## src/rtl/calc_alu_sequencer_if.sv

```systemverilog
// Request/result handshake bundle for the calculator ALU sequencer.
// The master side issues operations and consumes results; the slave side is the engine.
interface calc_alu_sequencer_if #(
  parameter int unsigned WIDTH = 8
);
  logic                 req_valid;
  logic                 req_ready;
  logic [2:0]           req_op;
  logic [WIDTH-1:0]     req_a;
  logic [WIDTH-1:0]     req_b;
  logic                 res_valid;
  logic                 res_ready;
  logic [2*WIDTH-1:0]   res_data;
  logic                 res_error;
  logic [2:0]           res_op;

  modport master (
    output req_valid, req_op, req_a, req_b, res_ready,
    input  req_ready, res_valid, res_data, res_error, res_op
  );

  modport slave (
    input  req_valid, req_op, req_a, req_b, res_ready,
    output req_ready, res_valid, res_data, res_error, res_op
  );
endinterface

```

## src/rtl/calc_alu_sequencer.sv

```systemverilog
// Multi-cycle ALU sequencer: single-cycle ADD/SUB, iterative shift-add MUL and
// restoring DIV, with valid/ready handshakes on both request and result sides.
module calc_alu_sequencer #(
  parameter int unsigned WIDTH = 8
) (
  input  logic                 clk,
  input  logic                 clear,
  calc_alu_sequencer_if.slave  bus,
  output logic                 busy
);
  localparam int unsigned W     = WIDTH;
  localparam int unsigned W2    = 2 * WIDTH;
  localparam int unsigned CNT_W = $clog2(WIDTH + 1);

  localparam logic [2:0] OP_ADD = 3'd1;
  localparam logic [2:0] OP_SUB = 3'd2;
  localparam logic [2:0] OP_MUL = 3'd3;
  localparam logic [2:0] OP_DIV = 3'd4;

  typedef enum logic [1:0] {
    IDLE,
    EXEC,
    DONE
  } state_e;

  state_e             state_q, state_d;
  logic [2:0]         op_q, op_d;
  logic [W-1:0]       a_q, a_d;
  logic [W-1:0]       b_q, b_d;
  logic [W2-1:0]      acc_q, acc_d;
  logic [CNT_W-1:0]   cnt_q, cnt_d;
  logic               iter_q, iter_d;
  logic               req_ready_q, req_ready_d;
  logic               res_valid_q, res_valid_d;
  logic [W2-1:0]      res_data_q, res_data_d;
  logic               res_error_q, res_error_d;
  logic [2:0]         res_op_q, res_op_d;

  logic [W:0]         add_sum;
  logic [W:0]         mul_sum;
  logic [W:0]         div_rem;
  logic               div_ge;
  logic [W-1:0]       div_sub;

  always_comb begin
    state_d     = state_q;
    op_d        = op_q;
    a_d         = a_q;
    b_d         = b_q;
    acc_d       = acc_q;
    cnt_d       = cnt_q;
    iter_d      = iter_q;
    req_ready_d = req_ready_q;
    res_valid_d = res_valid_q;
    res_data_d  = res_data_q;
    res_error_d = res_error_q;
    res_op_d    = res_op_q;

    // acc holds {partial product, remaining multiplier} for MUL and
    // {partial remainder, dividend/quotient bits} for DIV.
    add_sum = {1'b0, a_q} + {1'b0, b_q};
    mul_sum = {1'b0, acc_q[W2-1:W]} + (acc_q[0] ? {1'b0, a_q} : '0);
    div_rem = {acc_q[W2-1:W], acc_q[W-1]};
    div_ge  = (div_rem >= {1'b0, b_q});
    div_sub = div_rem[W-1:0] - b_q;

    case (state_q)
      IDLE: begin
        if (bus.req_valid) begin
          op_d        = bus.req_op;
          a_d         = bus.req_a;
          b_d         = bus.req_b;
          cnt_d       = '0;
          iter_d      = (bus.req_op == OP_MUL) ||
                        ((bus.req_op == OP_DIV) && (bus.req_b != '0));
          acc_d       = (bus.req_op == OP_DIV) ? {{W{1'b0}}, bus.req_a}
                                               : {{W{1'b0}}, bus.req_b};
          req_ready_d = 1'b0;
          state_d     = EXEC;
        end
      end
      EXEC: begin
        if (iter_q && (cnt_q != CNT_W'(W))) begin
          if (op_q == OP_MUL) begin
            acc_d = {mul_sum, acc_q[W-1:1]};
          end else begin
            acc_d = {(div_ge ? div_sub : div_rem[W-1:0]), acc_q[W-2:0], div_ge};
          end
          cnt_d = cnt_q + 1'b1;
        end else begin
          res_op_d    = op_q;
          res_error_d = 1'b0;
          res_data_d  = '0;
          case (op_q)
            OP_ADD: res_data_d = {{(W-1){1'b0}}, add_sum};
            OP_SUB: begin
              if (a_q >= b_q) res_data_d = {{W{1'b0}}, a_q - b_q};
              else            res_error_d = 1'b1;
            end
            OP_MUL: res_data_d = acc_q;
            OP_DIV: begin
              if (b_q == '0) res_error_d = 1'b1;
              else           res_data_d  = acc_q;
            end
            default: res_error_d = 1'b1;
          endcase
          res_valid_d = 1'b1;
          state_d     = DONE;
        end
      end
      DONE: begin
        if (bus.res_ready) begin
          res_valid_d = 1'b0;
          res_data_d  = '0;
          res_error_d = 1'b0;
          res_op_d    = '0;
          req_ready_d = 1'b1;
          state_d     = IDLE;
        end
      end
      default: state_d = IDLE;
    endcase
  end

  always_ff @(posedge clk) begin
    if (clear) begin
      state_q     <= IDLE;
      op_q        <= '0;
      a_q         <= '0;
      b_q         <= '0;
      acc_q       <= '0;
      cnt_q       <= '0;
      iter_q      <= 1'b0;
      req_ready_q <= 1'b1;
      res_valid_q <= 1'b0;
      res_data_q  <= '0;
      res_error_q <= 1'b0;
      res_op_q    <= '0;
    end else begin
      state_q     <= state_d;
      op_q        <= op_d;
      a_q         <= a_d;
      b_q         <= b_d;
      acc_q       <= acc_d;
      cnt_q       <= cnt_d;
      iter_q      <= iter_d;
      req_ready_q <= req_ready_d;
      res_valid_q <= res_valid_d;
      res_data_q  <= res_data_d;
      res_error_q <= res_error_d;
      res_op_q    <= res_op_d;
    end
  end

  assign bus.req_ready = req_ready_q;
  assign bus.res_valid = res_valid_q;
  assign bus.res_data  = res_data_q;
  assign bus.res_error = res_error_q;
  assign bus.res_op    = res_op_q;
  assign busy          = ~req_ready_q;

endmodule

```

## src/flat_wrapper.sv

```systemverilog
// flat-port wrapper written by rule: the top's interface ports become plain ports
module calc_alu_sequencer_flat 
#(
  parameter int unsigned WIDTH = 8
)
  (clk, clear, busy, bus_req_valid, bus_req_op, bus_req_a, bus_req_b, bus_res_ready, bus_req_ready, bus_res_valid, bus_res_data, bus_res_error, bus_res_op);
  calc_alu_sequencer_if #(.WIDTH(WIDTH)) bus_i ();
  input  logic clk;
  input  logic clear;
  output logic busy;
  input wire logic [$bits(bus_i.req_valid)-1:0] bus_req_valid;
  input wire logic [$bits(bus_i.req_op)-1:0] bus_req_op;
  input wire logic [$bits(bus_i.req_a)-1:0] bus_req_a;
  input wire logic [$bits(bus_i.req_b)-1:0] bus_req_b;
  input wire logic [$bits(bus_i.res_ready)-1:0] bus_res_ready;
  output wire logic [$bits(bus_i.req_ready)-1:0] bus_req_ready;
  output wire logic [$bits(bus_i.res_valid)-1:0] bus_res_valid;
  output wire logic [$bits(bus_i.res_data)-1:0] bus_res_data;
  output wire logic [$bits(bus_i.res_error)-1:0] bus_res_error;
  output wire logic [$bits(bus_i.res_op)-1:0] bus_res_op;
  assign bus_i.req_valid = bus_req_valid;
  assign bus_i.req_op = bus_req_op;
  assign bus_i.req_a = bus_req_a;
  assign bus_i.req_b = bus_req_b;
  assign bus_i.res_ready = bus_res_ready;
  assign bus_req_ready = bus_i.req_ready;
  assign bus_res_valid = bus_i.res_valid;
  assign bus_res_data = bus_i.res_data;
  assign bus_res_error = bus_i.res_error;
  assign bus_res_op = bus_i.res_op;
  calc_alu_sequencer #(.WIDTH(WIDTH)) u_core (.clk(clk), .clear(clear), .bus(bus_i), .busy(busy));
endmodule
```

## config.mk

```make
export PLATFORM = sky130hd
export DESIGN_NAME = calc_alu_sequencer_flat
export DESIGN_NICKNAME = d
export VERILOG_FILES = /design/src/rtl/calc_alu_sequencer_if.sv /design/src/rtl/calc_alu_sequencer.sv /design/src/flat_wrapper.sv
export SDC_FILE = /design/constraint.sdc
export NUM_CORES = 1
export LEC_CHECK = 0
export CAP_MARGIN = 15
export CELL_PAD_IN_SITES_DETAIL_PLACEMENT = 1
export CELL_PAD_IN_SITES_GLOBAL_PLACEMENT = 1
export CORE_MARGIN = 2
export CORE_UTILIZATION = 35
export CTS_BUF_LIST = sky130_fd_sc_hd__clkbuf_4 sky130_fd_sc_hd__clkbuf_8
export DETAILED_ROUTE_END_ITERATION = 7
export PLACE_DENSITY = 0.69
export SYNTH_ARGS = -nofsm -noshare
export SYNTH_HDL_FRONTEND = slang
export SYNTH_SLANG_ARGS = --single-unit
```

## constraint.sdc

```tcl
create_clock -name clk -period 5.8 [get_ports clk]
set_input_delay 1.74 -clock clk [delete_from_list [all_inputs] [get_ports clk]]
set_output_delay 1.74 -clock clk [all_outputs]
set_load 0.02 [all_outputs]
```

Yosys cells after proc, flatten, opt, wreduce, memory -nomap -nowiden
Index checks and enable logic that the tools add are counted.
{ "word_totals": {"regBits": 64, "output_inout_bits": 23, "word_cells": 82} }
{ "op_classes": {"addsub": 5, "n_lt_le_gt_ge": 2, "n_eq_ne": 13, "muxes": 34, "n_bitwise": 1, "reduce_logical": 15} }
{ "op_table": {"columns": ["cell", "n"], "rows": [
  ["$mux 16", 6],
  ["$pmux 16 s2", 2],
  ["$pmux 16 s4", 1],
  ["$mux 8", 4],
  ["$sub 8x8->8", 2],
  ["$reduce_and 3->1", 4],
  ["$add 8x8->9", 1],
  ["$add 8x9->9", 1],
  ["$eq 3x2->1 const B", 3],
  ["$ge 9x8->1", 1],
  ["$ge 8x8->1", 1],
  ["$logic_not 8->1", 1],
  ["$mux 4", 2],
  ["$pmux 4 s2", 1],
  ["$reduce_bool 8->1", 1],
  ["$mux 1", 7],
  ["$eq 3x3->1 const B", 2],
  ["$mux 2", 3],
  ["$mux 3", 2],
  ["$ne 2x2->1 const B", 3],
  ["$pmux 1 s2", 3],
  ["$pmux 2 s3", 1],
  ["$pmux 3 s2", 1],
  ["$reduce_bool 2->1", 3],
  ["other kinds (13)", 14]
]} }

Depth between registers and ports, before layout
{ "depth": {"depth_word": 5, "ltp_mapped": 11} }

Worst setup path after synthesis
No wires, ideal clock.
{ "synth_path": {"path_type": "input port to flip-flop", "start": "input bus_req_op[1]", "end": "register u_core.acc_q[7]", "arrival_time_ns": 2.977, "slack_ns": 2.696, "cell_stages": 7, "n_path_buf": 1, "path_cell_list": "nor3b_1 > buf_2 > nor2b_1 > a211oi_1 > a311oi_1 > a21oi_1 > nor2_1"} }
{ "synth_via": {"elab_chain_len": 4} }
{ "synth_rtl": {"columns": ["item", "line", "text"], "rows": [
  ["start, declared", "flat_wrapper.sv:12", "input wire logic [$bits(bus_i.req_op)-1:0] bus_req_op;"],
  ["$eq 3x3->1", "calc_alu_sequencer.sv:76", "acc_d = (bus.req_op == OP_DIV) ? {{W{1'b0}}, bus.req_a}"],
  ["$mux 8", "calc_alu_sequencer.sv:76", null],
  ["$mux 16", "calc_alu_sequencer.sv:69", "if (bus.req_valid) begin"],
  ["$pmux 16 s2", "calc_alu_sequencer.sv:67", "case (state_q)"],
  ["end signal, assigned", "calc_alu_sequencer.sv:131", "acc_q <= '0;"],
  ["end signal, assigned", "calc_alu_sequencer.sv:144", "acc_q <= acc_d;"],
  ["end, declared", "calc_alu_sequencer.sv:30", "logic [W2-1:0] acc_q, acc_d;"]
]} }
Every way passes these cells. The select of a mux whose other input is x is not followed.
A chain may end at the register's enable or synchronous reset.

Final worst setup path
{ "layout_path": {"start": "input bus_req_valid", "end": "register u_core.cnt_q[2]"} }
{ "layout_via": {"elab_chain_len": 2} }
{ "layout_rtl": {"columns": ["item", "line", "text"], "rows": [
  ["start, declared", "flat_wrapper.sv:11", "input wire logic [$bits(bus_i.req_valid)-1:0] bus_req_valid;"],
  ["$ne 2x2->1 (no line)", null, null],
  ["$reduce_and 3->1 (no line)", null, null],
  ["end signal, assigned", "calc_alu_sequencer.sv:145", "cnt_q <= cnt_d;"],
  ["end, declared", "calc_alu_sequencer.sv:31", "logic [CNT_W-1:0] cnt_q, cnt_d;"]
]} }
Every way passes these cells.

==> out/results.md <==
| Step | Quantity | This run |
| --- | --- | --- |
| run status | Status | finished clean |
| place | DP Worst Slack | 1.82 ns |
| critical path | Logic depth of the worst register-to-register path | 8 |
| synth | Number of storage elements in the synthesis netlist | 64 |
| global routing | Total grt overflow | 0 |
| sta | Setup clock skew after layout | 0.0136 ns |
| finish | Leading cell type in the layout, fill and taps excluded | sky130_fd_sc_hd__nand2_1 |
| sta | Part of the cycle the worst path needs | 62.0% |
| sta | RSZ-0062 raised after global routing | false |
| place | Dpl cells | 762 |
| synth | Count of unique library cells instantiated by Yosys | 71 |
| floorplan | Die span in y | 117 um |
| detailed routing | Final WL | 15.1 mm |
| hold path | Destination of the worst hold path | u_core.bus.res_valid |
| place | I/O Buffers | 45 |
| sta | Post-layout minimum cycle time | 3.60 ns |
| critical path | Kind of end point of the critical path | register |
| floorplan | Area of the placeable core | 0.0126 mm2 |
| floorplan | Number of rows created at floorplan | 41 |
| finish | Share of layout cells above drive strength 1 | 6.58% |
| clocking | Clock tree from TritonCTS | yes |
| clocking | Hold Buf Count CTS | 0 |
| synth | Cell count after synthesis | 574 |
| critical path | Setup CP Type | input pin to register |
| floorplan | Die outline area | 0.0137 mm2 |
| sta | Total count of max-transition violations in the final report | 0 |
| sta | Count of final hold-check violations | 0 |
| sta | Worst rel slew slack | 24.0% |
| detailed routing | DR WL/cell | 19.4 um |
| pwr | Leakage Power | 0.00197 uW |
| critical path | Data required time of the worst path | 6.04 ns |
| critical path | Arrival time of data at the critical path endpoint | 3.84 ns |
| job | Max-cap violations | 0 |
| finish | Area growth syn-to-layout | 17.7% |
| finish | Top library cells by usage in the layout, fill and taps aside | 84 x sky130_fd_sc_hd__nand2_1, 64 x sky130_fd_sc_hd__dfxtp_1, 58 x sky130_fd_sc_hd__a21oi_1 |
| synth | Cell types occupying the most area after synthesis | sky130_fd_sc_hd__dfxtp_1 29%, sky130_fd_sc_hd__ha_1 9.5%, sky130_fd_sc_hd__nand2_1 7.1% |
| hold path | Min-Delay Path Class | register to register |
| critical path | Startpoint of the worst register-to-register path | u_core.b_q[3] |
| pwr | P per Cell Area | 254 mW/mm2 |
| global routing | Wire length of the first global-routing pass | 23.7 mm |
| finish | Post-layout nets | 664 |
| global routing | Number of antenna violations at the first check in global routing | 0 |
| clocking | Max H-tree Level | 3 |
| synth | Share of the synthesized area in the top cell type | 28.7% |
| critical path | Kind of start point of the critical path | input pin |
| place | Post-detail-place hpwl | 11.4 mm |
| hold path | Hold Path Cell Cnt | 2 |
| synth | Netlist area before placement | 0.00447 mm2 |
| finish | Post-layout utilization of the core | 41.9% |
| detailed routing | Residual antenna-violating net count after detailed routing | 0 |
| finish | Multi-input gate area | 0.00293 mm2 |
| synth | Share of flip-flops with an asynchronous set or reset | 0% |
| critical path | Worst reg2reg endpoint | u_core.bus.res_data[2] |
| detailed routing | Via total after detailed routing | 4379 |
| floorplan | Ports placed on the boundary | 46 |
| finish | # diodes | 0 |
| sta | Hold slack final | 0.467 ns |
| floorplan | Initial Utilization | 35.6% |
| clocking | CTS root buffer | sky130_fd_sc_hd__clkbuf_8 |
| global routing | Vias in the first global route | 4380 |
| clocking | Clk sinks | 64 |
| critical path | Crit path max fanout | 26 |
| sta | Worst Tran Pin Value | 1.14 ns |
| pwr | Worst IR Drop VDD | 0.185 mV |
| synth | Syn. warnings | 0 |
| global routing | Pin count of the biggest net entering global routing | 42 |
| synth | Cell accounting for the most synthesized area | sky130_fd_sc_hd__dfxtp_1 |
| finish | Register cell area after layout | 0.00128 mm2 |
| synth | Synthesized area divided by synthesized cell count | 7.79 um2 |
| synth | Number of enable flip-flop cells after synthesis | 0 |
| clocking | CTS resizes | 0 |
| finish | Filler cell count | 1541 |
| sta | Top achievable clock speed | 278 MHz |
| sta | Setup violations, final | 0 |
| clocking | Clock transition at path regs | 0.07 ns |
| hold path | Launch point of the worst hold path | u_core.bus.res_valid |
| synth | Most frequently used flop master after synthesis | sky130_fd_sc_hd__dfxtp_1 |
| finish | Final Non-Filler Cells | 780 |
| clocking | Clock buffer count from CTS | 9 |
| clocking | Buffer count from post-CTS setup fixing | 0 |
| detailed routing | Drt first pass iters | 6 |
| critical path | Worst reg2reg setup slack | 3.05 ns |
| clocking | Worst-Skew Late Latency | 0.38 ns |
| synth | Share of synthesized area occupied by flip-flops and latches | 28.7% |
| floorplan | Die X-Extent | 117 um |
| detailed routing | Via-to-Cell Ratio | 5.61 |
| detailed routing | Post-route DRC violation count | 0 |
| sta | Post-layout worst setup margin | 2.20 ns |
| synth | Synth Net Count | 635 |
| clocking | CTS Buffer Depth | 2 |
| place | Final weighted congestion of routability-driven global placement | 0.896 |
| global routing | Global-route total usage across every layer | 23.1% |
| sta | Setup tns final | 0 ns |
| detailed routing | Starting DRC count in detailed routing | 233 |
## report_power, final
group / total, uW / internal [uW] / switching, uW / leakage [uW]
combinational: 308 / 122 / 186 / 0.00131
clock: 538 / 340 / 198 / 0.000135
sequential: 489 / 459 / 30.1 / 0.000521
## through the flow
step | total power [uW] | instance area, um2
global placement | 792 | 4980
floorplan | 709 | 4470
detailed placement | 800 | 4980
global route | 1400 | 5260
CTS | 1340 | 5250
finish | 1330 | 5260
## per-layer routing
metal | up-vias | global-route usage (%) | wire [um]
li1 | 2112 | - | -
met4 | 0 | 8.24 | 347
met2 | 107 | 35.7 | 6920
met5 | - | 0 | 0
met3 | 22 | 4.58 | 670
met1 | 2138 | 32.2 | 7180
## cell type report
type,instances,area share [%]
Multi-Input combinational cell,453,55.6
Clock inverter,5,2.45
Timing Repair Buffer,49,8.99
Tap cell,172,4.09
Sequential cell,64,24.3
Clock buffer,11,2.64
Inverter,26,1.85
## synthesized netlist by cell type, drive strengths merged (4+ instances only)
library cell and n:
a31oi 5, o21bai 4, inv 26, nor3 8, a311oi 7, nand2b 6
nor2 52, mux2i 8, o21ai 21, clkbuf 16, nand3 15, o21a 4
xnor2 15, a211oi 11, buf 15, and3 4, ha 34, or4 4
nand2 85, a221o 4, a21oi 59, nand3b 4, a22oi 14, nor4 5
fa 4, nor2b 15, o211ai 5, and2 9, or2 5, dfxtp 64
## state kept, by name, summed over array words and instances, names as in the netlist
signal,count
u_core.a_q,8
u_core.op_q,3
u_core.cnt_q,4
u_core.state_q,2
u_core.bus.res_data,16
u_core.bus.res_error,1
u_core.bus.req_ready,1
u_core.b_q,8
u_core.bus.res_valid,1
u_core.iter_q,1
u_core.bus.res_op,3
u_core.acc_q,16
## critical path: stages
cell	delay (ns)
sky130_fd_sc_hd__clkdlybuf4s50_1	0.42
sky130_fd_sc_hd__and2_1	0.14
sky130_fd_sc_hd__buf_4	0.22
sky130_fd_sc_hd__nor2_1	0.89
sky130_fd_sc_hd__nor2b_1	0.16
sky130_fd_sc_hd__xnor2_1	0.20
sky130_fd_sc_hd__nor3_1	0.06
## worst max path at each step
stage | startpoint | endpoint | slack [ns] | cells past startpoint
2_1_floorplan | bus_req_op[1] | u_core.acc_q[7] | 2.70 | 7
3_3_place_gp | bus_req_valid | u_core.cnt_q[3] | 1.91 | 7
3_5_place_dp | bus_req_valid | u_core.cnt_q[2] | 1.82 | 7
4_1_cts | bus_req_valid | u_core.cnt_q[2] | 2.23 | 7
5_1_grt | bus_req_valid | u_core.cnt_q[2] | 1.97 | 7
6_report | bus_req_valid | u_core.cnt_q[2] | 2.20 | 7
## cell families after synthesis
logic type | after synthesis | synth area share (%)
xor gates and xnor gates | 18 | 3.53
adders and majority gates | 38 | 11.3
AOI/OAI and AO/OA | 163 | 24.1
DFF | 64 | 28.7
muxes | 9 | 2.04
buffers and inverters | 57 | 5.99
and+or+nand+nor | 225 | 24.4
(Power assumes the default switching activity.)
